--- src/rtl/arb_pkg.sv ---
// arb_pkg: shared sizing, FSM encoding and reset constants for the 16-way round-robin arbiter.
package arb_pkg;
    localparam int NUM_REQ = 16;
    localparam int ID_W = 4;
    typedef enum logic {IDLE = 1'b0, GRANT = 1'b1} state_t;
    localparam logic [ID_W-1:0] LAST_ID_RST = 4'd15;
endpackage

--- src/rtl/rr_pick.sv ---
// rr_pick: combinational round-robin pick; rotate so last_id+1 lands at bit 0, find first set, rotate back.
module rr_pick
    import arb_pkg::*;
(
    input  logic [NUM_REQ-1:0] req,
    input  logic [ID_W-1:0]    last_id,
    output logic [NUM_REQ-1:0] pick,
    output logic [ID_W-1:0]    pick_id,
    output logic               any
);
    logic [ID_W-1:0]    start;
    logic [NUM_REQ-1:0] rot;
    logic [ID_W-1:0]    ffs;
    assign start = last_id + ID_W'(1);
    // A left shift by NUM_REQ yields zero, so start=0 needs no special case.
    assign rot = (req >> start) | (req << (5'(NUM_REQ) - {1'b0, start}));
    assign any = |req;
    always_comb begin
        ffs = '0;
        for (int i = NUM_REQ - 1; i >= 0; i--)
            if (rot[i]) ffs = ID_W'(i);
    end
    assign pick_id = ffs + start;
    assign pick = any ? (NUM_REQ'(1) << pick_id) : '0;
endmodule

--- src/rtl/rr_arbiter16.sv ---
// rr_arbiter16: 16-way round-robin arbiter with registered one-hot grant and binary id.
// Optional forced revocation after HOLD_MAX cycles when ARB_TIMEOUT_EN is defined.
module rr_arbiter16
    import arb_pkg::*;
#(
    parameter int HOLD_MAX = 64
) (
    input  logic               clk,
    input  logic               reset,
    input  logic               enable,
    input  logic [NUM_REQ-1:0] req,
    output logic [NUM_REQ-1:0] grant,
    output logic [ID_W-1:0]    grant_id,
    output logic               grant_valid,
    output logic               timeout
);
    state_t             state, state_n;
    logic [NUM_REQ-1:0] grant_n, pick;
    logic [ID_W-1:0]    grant_id_n, last_id, last_id_n, pick_id;
    logic               any, hold_expired;

    rr_pick u_pick (
        .req     (req),
        .last_id (last_id),
        .pick    (pick),
        .pick_id (pick_id),
        .any     (any)
    );

`ifdef ARB_TIMEOUT_EN
    logic [15:0] hold_cnt, hold_cnt_n;
    logic        timeout_n;
    assign hold_expired = (state == GRANT) && (hold_cnt == 16'(HOLD_MAX - 1));
    always_comb begin
        hold_cnt_n = (state == IDLE) ? '0 : hold_cnt + 16'd1;
        timeout_n = hold_expired && req[grant_id];
    end
    always_ff @(posedge clk) begin
        if (reset) begin
            hold_cnt <= '0;
            timeout  <= 1'b0;
        end else begin
            hold_cnt <= hold_cnt_n;
            timeout  <= timeout_n;
        end
    end
`else
    localparam int unused_hold_max = HOLD_MAX;
    assign hold_expired = 1'b0;
    assign timeout = 1'b0;
`endif

    // Other requesters are only looked at from IDLE, which forces one idle cycle between owners.
    always_comb begin
        state_n    = state;
        grant_n    = grant;
        grant_id_n = grant_id;
        last_id_n  = last_id;
        if (state == IDLE) begin
            if (enable && any) begin
                state_n    = GRANT;
                grant_n    = pick;
                grant_id_n = pick_id;
                last_id_n  = pick_id;
            end
        end else if (!req[grant_id] || hold_expired) begin
            state_n    = IDLE;
            grant_n    = '0;
            grant_id_n = '0;
        end
    end

    always_ff @(posedge clk) begin
        if (reset) begin
            state    <= IDLE;
            grant    <= '0;
            grant_id <= '0;
            last_id  <= LAST_ID_RST;
        end else begin
            state    <= state_n;
            grant    <= grant_n;
            grant_id <= grant_id_n;
            last_id  <= last_id_n;
        end
    end

    assign grant_valid = |grant;
endmodule

--- config.mk ---
export PLATFORM = sky130hd
export DESIGN_NAME = rr_arbiter16
export DESIGN_NICKNAME = d
export VERILOG_FILES = /design/src/rtl/arb_pkg.sv /design/src/rtl/rr_pick.sv /design/src/rtl/rr_arbiter16.sv
export SDC_FILE = /design/constraint.sdc
export NUM_CORES = 1
export LEC_CHECK = 0
export ABC_AREA = 1
export BUFFER_PORTS_ARGS = -buffer_cell sky130_fd_sc_hd__buf_2
export CELL_PAD_IN_SITES_DETAIL_PLACEMENT = 1
export CELL_PAD_IN_SITES_GLOBAL_PLACEMENT = 1
export CORE_MARGIN = 2
export CORE_UTILIZATION = 40
export CTS_CLUSTER_SIZE = 28
export DETAILED_ROUTE_END_ITERATION = 7
export GPL_TIMING_DRIVEN = 0
export PLACE_DENSITY_LB_ADDON = 0.1
export SKIP_LAST_GASP = 1
export SLEW_MARGIN = 20
export SYNTH_ARGS = -nofsm -noshare
export SYNTH_HDL_FRONTEND = slang
export SYNTH_SLANG_ARGS = --single-unit
--- constraint.sdc ---
create_clock -name clk -period 4.8 [get_ports clk]
set_input_delay 0.24 -clock clk [delete_from_list [all_inputs] [get_ports clk]]
set_output_delay 0.24 -clock clk [all_outputs]
set_load 0.05 [all_outputs]
Yosys cells after proc, flatten, opt, wreduce, memory -nomap -nowiden:

Cells that the tools add are included.
W data, S select, Z words.

* register bits: 25
* latch bits: 0
* RAM bits: 0
* memory bits (read-only): 0
* input port bits: 19
* output and inout bits: 22
* memories: 0

* add/sub/neg operators: 3
* multipliers: 0
* divide/modulo/power cells: 0
* $lt $le $gt $ge: 1
* equality and inequality tests: 1
* shift operators: 3
* muxes and demuxes: 28
* bitwise gates (word level): 2
* reduce and logical (&&, ||, !) cells: 6

Operators with widths (count)
* $mux W4: 19
* $mux W16: 4
* $reduce_or A16 Y1: 2
* $or A16 B16 Y16: 1
* $shl A1 B4 Y16 const A: 1
* $shl A16 B5 Y16: 1
* $shr A16 B4 Y16: 1
* $lt A4 B5 Y1 const B: 1
* $sub A5 B4 Y5 const A: 1
* $add A4 B1 Y4 const B: 1
* $add A4 B4 Y4: 1
* $bmux W1 S4: 1
* $mux W1: 4
* $reduce_and A2 Y1: 2
* $ne A2 B2 Y1 const B: 1
* $reduce_bool A2 Y1: 1
* $logic_and A1 B1 Y1: 1
* $not A1 Y1: 1

Longest topological paths before layout:

Gate-level depths: netlist of run 1.

* depth in word-level cells: 25
* mapped depth: 31
* gate-level depth less buffers: 30

Modules after synthesis:

A second synthesis of run 1 with hierarchy kept.

* cells, all modules: 561
* area total of the unflattened synthesis: 3195.6 um^2

Modules (own cells, without submodules)
* rr_pick: times used 1, cells an instance 398, area each 1950.6 um^2, sequential area each 0.0 um^2
* rr_arbiter16: times used 1, cells an instance 163, area each 1244.9 um^2, sequential area each 500.5 um^2

Least setup slack after synthesis of run 1:

OpenSTA, ideal clock, no wires.

* path type: reg-to-reg
* from: reg last_id[1]
* to: reg last_id[3]
* arrival: 3.411 ns
* required time: 4.673 ns
* slack: 1.262 ns
* stages on the path, launching flop included: 27
* period minus slack after synthesis: 3.538 ns
* cells stage by stage: dfxtp_1 > ha_1 > inv_2 > nand2_4 > inv_2 > nand2_2 > nand2_1 > nand2_2 > buf_6 > o211ai_2 > nand2_1 > a21oi_1 > nand2_1 > o21ai_0 > nand2_1 > nand2_1 > nand2_1 > a21boi_0 > ha_1 > a21o_1 > a21oi_1 > xor2_1 > inv_1 > nand3_4 > nand2_8 > nand2_2 > o211ai_1

* longest elaborated chain between the ends: 21

Ends and longest elaborated chain
* from (decl): line rr_arbiter16.sv:19 `logic [ID_W-1:0] grant_id_n, last_id, last_id_n, pick_id;`
* from (signal assigned): line rr_arbiter16.sv:83 `last_id <= last_id_n;`
* $add A4 B1 Y4 *: line rr_pick.sv:14 `assign start = last_id + ID_W'(1);`
* $sub A5 B4 Y5: line rr_pick.sv:16 `assign rot = (req >> start) | (req << (5'(NUM_REQ) - {1'b0, start}));`
* $shl A16 B5 Y16: line rr_pick.sv:16
* $or A16 B16 Y16: line rr_pick.sv:16
* $mux W4 (16 in series): line rr_pick.sv:21 `if (rot[i]) ffs = ID_W'(i);`
* $add A4 B4 Y4 *: line rr_pick.sv:23 `assign pick_id = ffs + start;`

Every way passes the cells marked *; elsewhere a longest branch is shown, timed or not.
A chain may end at the register's enable or synchronous reset.

Final worst setup path of run 1:

* from: reg last_id[1]
* to: reg grant[4]

* longest elaborated chain between the ends: 25

Ends and longest elaborated chain
* $add A4 B1 Y4 *: line rr_pick.sv:14
* $sub A5 B4 Y5: line rr_pick.sv:16
* $shl A16 B5 Y16: line rr_pick.sv:16
* $or A16 B16 Y16: line rr_pick.sv:16
* $mux W4 (16 in series): line rr_pick.sv:21
* $add A4 B4 Y4 *: line rr_pick.sv:23
* $shl A1 B4 Y16 *: line rr_pick.sv:24 `assign pick = any ? (NUM_REQ'(1) << pick_id) : '0;`
* $mux W16 *: line rr_pick.sv:24
* $mux W16 *: line rr_arbiter16.sv:60 `if (enable && any) begin`
* $mux W16 *: line rr_arbiter16.sv:59 `if (state == IDLE) begin`
* to (signal assigned): line rr_arbiter16.sv:81 `grant <= grant_n;`
* to (decl): line rr_arbiter16.sv:12 `output logic [NUM_REQ-1:0] grant,`

Every way passes the cells marked *; elsewhere a longest branch is shown, timed or not. The select of a mux whose other input is x is not followed.

==> flow_summary_export.csv, run 1 <==
group,metric,value,unit
synthesis,avgSynthCellArea,5.677,µm²
routing,firstDrtPassIters,4,
final_layout,area_delta_synth_final,11.87,%
grt,antenna_found_initial,0,
synthesis,syn-num-nets,566,
floorplan,io_pins,41,
clock_network,path_clk_slew,90,ps
critical_path,worstSetupStartpointType,"flip-flop",
sta,max_freq,0.2297,GHz
final_layout,antennaDiodeCount,0,
critical_path,crit_arrival,4560,ps
sta,final_hold_viol_count,0,
clock_network,root_buffer,"clkbuf_8",
synthesis,synth_area,0.003077,mm²
grt,grt_pass1_vias,3767,
synthesis,synth.yosys.seq_area_share,16.27,%
routing,drc,0,
clock_network,htree_levels,1,
place,portBuffers,39,
floorplan,start_util,41.75,%
min_path,hold_class,"input pin to flip-flop",
synthesis,synth_ff_type,"dfxtp_1",
clock_network,cts_resized,0,
routing,wl,11130,µm
clock_network,ctsHoldBuffers,0,
sta,post-route-period-util,90.71,%
floorplan,die_w,91.70,µm
routing,drt_iter0_drc,152,
floorplan,num_rows,31,
final_layout,final_cell_mix,"nand2_1 (216), buf_2 (47), inv_1 (39)",
synthesis,yosys.cell_types.count,40,
synthesis,synth_async_sr_flop_share,0,%
sta,fin_skew,8.809,ps
clock_network,cts_buffers,3,
critical_path,crit_type,"flip-flop to flip-flop",
clock_network,cts_tree,"yes",
final_layout,final_common_cell,"nand2_1",
final_layout,drive_gt1_share,18.97,%
critical_path,cp_max_fo,10,
grt,grt_pass1_wl,18870,µm
clock_network,clk_path_buf_depth,2,
critical_path,crit_required,5010,ps
synthesis,syn_inst,542,
clock_network,cts.sinks,25,
sta,post-route-min-period,4354,ps
sta,tightest_slew,638.6,ps
final_layout,fill_cells,1105,
final_layout,final_nets,610,
grt,grt_usage,27.81,%
routing,route.vias.total,3710,
clock_network,clk_latency,280,ps
place,dp_hpwl,9391,µm
sta,setup_violations,0,
routing,via_per_inst,5.424,
sta,fin_tns_setup,0,ps
grt,overflow,0,
sta,rsz0062_at_grt,"no",
floorplan,die_h,91.70,µm
floorplan,core,0.007370,mm²
routing,drt-wirelength-per-cell,16.27,µm
clock_network,cts_setup_buffers,0,
place,gp_congestion,0.9964,
grt,grt_start_max_net_pins,15,
synthesis,synth_seq_cells,25,
sta,slew_headroom,57.43,%
run_status,status,"finished clean",
synthesis,synth_edf_count,0,
critical_path,end_kind,"flip-flop",
routing,ant_nets,0,
sta,final_max_slew_viol_count,0,
job,maxCapViolations,0,
synthesis,yosysWarnings,0,
floorplan,die_area,0.008409,mm²
## path summary, 6_finish.rpt
path	start	slack, ps	cells past startpoint	endpoint
setup / recovery	last_id[1]$_SDFFE_PP1P_	450	22	grant[4]$_SDFFE_PP0P_
hold / removal	reset	160	2	grant[5]$_SDFFE_PP0P_
setup reg to reg	last_id[1]$_SDFFE_PP1P_	450	22	grant[4]$_SDFFE_PP0P_
hold reg to reg	state$_SDFF_PP0_	490	2	state$_SDFF_PP0_
## cells in the mapped netlist, types with 3 or more instances
master      n  area (µm²)
a21oi_2    10       87.58
dfxtp_1    25       500.5
nor4_1      6       37.54
nand2_2    10       62.56
a21oi_1    29       145.1
o21ai_1    19       95.09
nand4_1    11       68.82
o21ai_2     6       52.55
nor2_1     21       78.83
inv_2       7       26.28
nor2_2      3       18.77
buf_2       8       40.04
clkbuf_1    9       33.78
nand3_2     3       30.03
ha_1        5       62.56
buf_4       3       22.52
buf_6       7       78.83
o211ai_1   11       82.58
nor3_1      6       30.03
inv_1      39       146.4
nand3_1    38       190.2
nand2_4     4       45.04
nand2_1   216       810.8
o21ai_0    24       120.1
## per-stage QoR
step	setup WS, ps	instances	util, %	hold WS [ps]	instance area, µm²
after floorplan	1262	542	-	309.1	3077
after global placement	657.9	680	46.08	450.9	3396
after detailed placement	530.8	680	46.08	460.5	3396
after CTS	469.8	684	46.71	161.6	3442
after global routing	101.3	684	46.71	173.8	3442
final	446.0	684	46.71	159.6	3442
## metal layers
layer | wire [µm] | GRT usage [%] | up-vias
li1 | - | - | 1882
met1 | 5072 | 35.82 | 1750
met2 | 5556 | 50.18 | 60
met3 | 288 | 1.561 | 18
met4 | 209 | 7.587 | 0
met5 | 0 | 0 | -
## cell type report
cell class	count	area, µm²	share of cell area (%)
clock inverter	1	5.005	0.1454
multi-input combinational	443	2225	64.63
clock buffer	3	41.29	1.200
sequential	25	500.5	14.54
inverter	47	176.4	5.125
timing repair buffer	39	195.2	5.671
buffer	27	175.2	5.089
tap	99	123.9	3.599
## flip-flops by register name, summed over array words and instances, names as in the netlist
register  cells
grant        16
last_id       4
grant_id      4
state         1
## kinds of logic (layout without fill, tap and decap cells)
kind of cell             Yosys count  in the layout  synth area share [%]
AO/OA/AOI/OAI                    108            108                 21.31
other                              1              1                0.1219
AND/OR/NAND/NOR                  327            327                 48.27
XOR/XNOR                           2              2                0.5694
flip-flops                        25             25                 16.27
adder cells (fa/ha/maj)            5              5                 2.033
buffers and inverters             74            117                 11.43
## critical path: stages (launching register included)
cell	delay, ps
dfxtp_1	460
ha_1	370
inv_2	130
nand2_1	70
nand2_2	90
buf_4	180
o21ai_0	120
o211ai_2	180
nand2_1	100
a21oi_1	190
nand2_1	100
o21ai_0	160
nand2_1	70
nand2_1	60
nand2_1	50
a21boi_0	250
ha_1	310
a21o_1	190
xor2_1	430
nand2_1	260
nor3_1	260
nand3_1	110
a21oi_1	140
Power of run 1 is left out: the tool's default activity adds up to more than one toggle a clock period on the data nets, which glitch-free logic cannot reach.
==> run 2, diff against run 1 <==
SYNTH_HIERARCHICAL = 1   (was unset)
==> run 2 against run 1 <==
Effect of this change:
- sequential share of layout area down 0.54 points
- setup slack better by 48 ps
- flip-flop and latch count unchanged
- routed wire length down 1.2%
- cell count up 3.2%
- register-to-register slack better by 50 ps
- cell area up 3.9%
- synthesized area up 3.9%
- non-clock buffer count down 3
- core utilization down 0.45 points
- critical path type unchanged
- critical endpoint is now grant[10]$_SDFFE_PP0P_
- highest routed layer unchanged
==> flow_summary_export.csv, run 2 <==
group,metric,value,unit
run_status,status,"finished clean",
critical_path,r2r_slack,490,ps
routing,drt-wirelength-per-cell,15.57,µm
floorplan,die_w,93.38,µm
clock_network,clk_latency,270,ps
grt,grt_usage,25.54,%
critical_path,crit_type,"flip-flop to flip-flop",
synthesis,synth_commonest_cells,"nand2_1 (186), nor2_1 (54), nand3_1 (51)",
clock_network,cts_tree,"yes",
synthesis,synth_edf_count,0,
critical_path,crit_arrival,4510,ps
final_layout,final_cell_mix,"nand2_1 (186), nor2_1 (54), nand3_1 (51)",
sta,max_freq,0.2323,GHz
critical_path,critical_path.max_stage_delay,660,ps
clock_network,root_buffer,"clkbuf_8",
final_layout,final_nets,629,
critical_path,crit_required,5000,ps
floorplan,io_pins,41,
grt,use_met2,45.86,%
floorplan,core,0.007727,mm²
min_path,hold_class,"input pin to flip-flop",
sta,fin_skew,7.418,ps
synthesis,avgSynthCellArea,5.696,µm²
sta,fin_tns_setup,0,ps
routing,drt_iter0_drc,153,
final_layout,regMostFlops,"grant",
final_layout,drive_gt1_share,21.52,%
place,dp_hpwl,9135,µm
grt,antenna_found_initial,0,
critical_path,critical_path.most_common_cell,"nand2_1",
clock_network,path_clk_slew,90,ps
grt,grt.busiest_layer,"met2",
critical_path,rr_startpoint,"last_id[1]$_SDFFE_PP1P_",
routing,ant_nets,0,
synthesis,yosys.area.top_type_share,21.85,%
grt,grt_pass1_wl,17930,µm
floorplan,die_area,0.008720,mm²
place,gp_congestion,0.9178,
synthesis,syn-num-nets,585,
clock_network,cts_buffers,3,
final_layout,antennaDiodeCount,0,
routing,drc,0,
clock_network,cts.sinks,25,
synthesis,synth_area,0.003196,mm²
floorplan,die_h,93.38,µm
critical_path,end_kind,"flip-flop",
grt,grt_pass1_vias,3709,
critical_path,cp-startpoint,"last_id[1]$_SDFFE_PP1P_",
floorplan,start_util,41.35,%
floorplan,num_rows,32,
clock_network,htree_levels,1,
synthesis,synth_ff_type,"dfxtp_1",
sta,post-route-min-period,4305,ps
synthesis,yosys.cell_types.count,42,
sta,final_max_slew_viol_count,0,
sta,post-route-period-util,89.70,%
critical_path,worstSetupStartpointType,"flip-flop",
routing,firstDrtPassIters,4,
place,portBuffers,39,
job,maxCapViolations,0,
synthesis,yosysTopAreaCell,"nand2_1",
final_layout,reg_top3,"grant (16), grant_id (4), last_id (4)",
sta,slew_headroom,50.61,%
routing,route.vias.total,3763,
grt,use_met1,33.14,%
sta,tightest_slew,740.9,ps
routing,wl,10990,µm
critical_path,worst-r2r-cell-count,31,
sta,setup_violations,0,
synthesis,syn_inst,561,
synthesis,yosysWarnings,6,
grt,overflow,0,
final_layout,final_common_cell,"nand2_1",
synthesis,synth_seq_cells,25,
grt,grt_start_max_net_pins,14,
critical_path,cp-endpoint,"grant[10]$_SDFFE_PP0P_",
clock_network,clk_path_buf_depth,2,
final_layout,area_delta_synth_final,11.86,%
final_layout,largest_register_ffs,16,
critical_path,slowest_stage,"fa_1",
critical_path,cp_max_fo,10,
sta,final_hold_viol_count,0,
routing,via_per_inst,5.330,
final_layout,fill_cells,1123,
sta,rsz0062_at_grt,"no",
synthesis,synth_area_leaders,"nand2_1 (22%), dfxtp_1 (16%), nand3_1 (8.0%)",
synthesis,yosysMostFrequentCell,"nand2_1",
critical_path,r2r_end,"grant[10]$_SDFFE_PP0P_",
synthesis,synth.yosys.seq_area_share,15.66,%
grt,use_met3,2.015,%
synthesis,synth_async_sr_flop_share,0,%
==> run 2: cell count changes in the layout (fill, tap and decap cells not counted), sizes merged, moves of 8 or more <==
| cell | change |
|---|---|
| nand3 | +24 |
| o211ai | -8 |
| nor2 | +38 |
| nand2 | -30 |
| inv | +13 |
==> run 2: kinds of logic after synthesis <==
kind of cell / share of synthesized area, %
AND/OR/NAND/NOR: 50.20
AO/OA/AOI/OAI: 17.54
buffers and inverters: 12.29
flip-flops: 15.66
adder cells (fa/ha/maj): 2.193
XOR/XNOR: 1.997
other: 0.1174
==> run 2: what timing repair did <==
item	CTS	global route
setup buffers	0	0
resized for setup	0	5
endpoints found under the setup margin	0	17
hold buffers	0	0
==> run 2: worst max-delay path, delay by kind of cell (launching register included) <==
kind / cells / cell delay [ps]
and+or+nand+nor: 20 / 1630
adders and majority gates: 3 / 1260
AOI/OAI and AO/OA: 4 / 510
buffers and inverters: 4 / 420
DFF: 1 / 420
==> run 2: final cells by class <==
cell class / count / area, µm² / area share [%]
clock buffer: 4 / 45.04 / 1.260
tap: 102 / 127.6 / 3.570
buffer: 24 / 162.7 / 4.550
timing repair buffer: 39 / 195.2 / 5.460
sequential: 25 / 500.5 / 14.00
multi-input combinational: 453 / 2312 / 64.68
inverter: 59 / 231.5 / 6.475
==> run 2: through the flow <==
stage,setup WS (ps),area (µm²),hold WS (ps),util [%],instances
3_5_place_dp,308.0,3518,453.1,45.53,702
2_1_floorplan,1063,3196,309.1,-,561
3_3_place_gp,369.0,3518,444.5,45.53,702
5_1_grt,3.634,3575,167.5,46.26,706
4_1_cts,261.9,3563,169.5,46.11,706
6_report,494.5,3575,177.1,46.26,706
==> run 2: worst min path at each step <==
stage | from | to | slack (ps) | cells past startpoint
floorplan | reset | state$_SDFF_PP0_ | 310 | 1
global placement | reset | state$_SDFF_PP0_ | 440 | 2
detailed placement | reset | state$_SDFF_PP0_ | 450 | 2
CTS | reset | state$_SDFF_PP0_ | 170 | 2
global route | reset | state$_SDFF_PP0_ | 170 | 2
finish | reset | state$_SDFF_PP0_ | 180 | 2
==> run 2: routing by layer <==
layer / routed length (µm) / vias to the layer above
met4: 147 / 0
met3: 410 / 12
li1: - / 1906
met1: 5048 / 1782
met2: 5383 / 63
met5: 0 / -
Power of run 2 is left out for the same reason.
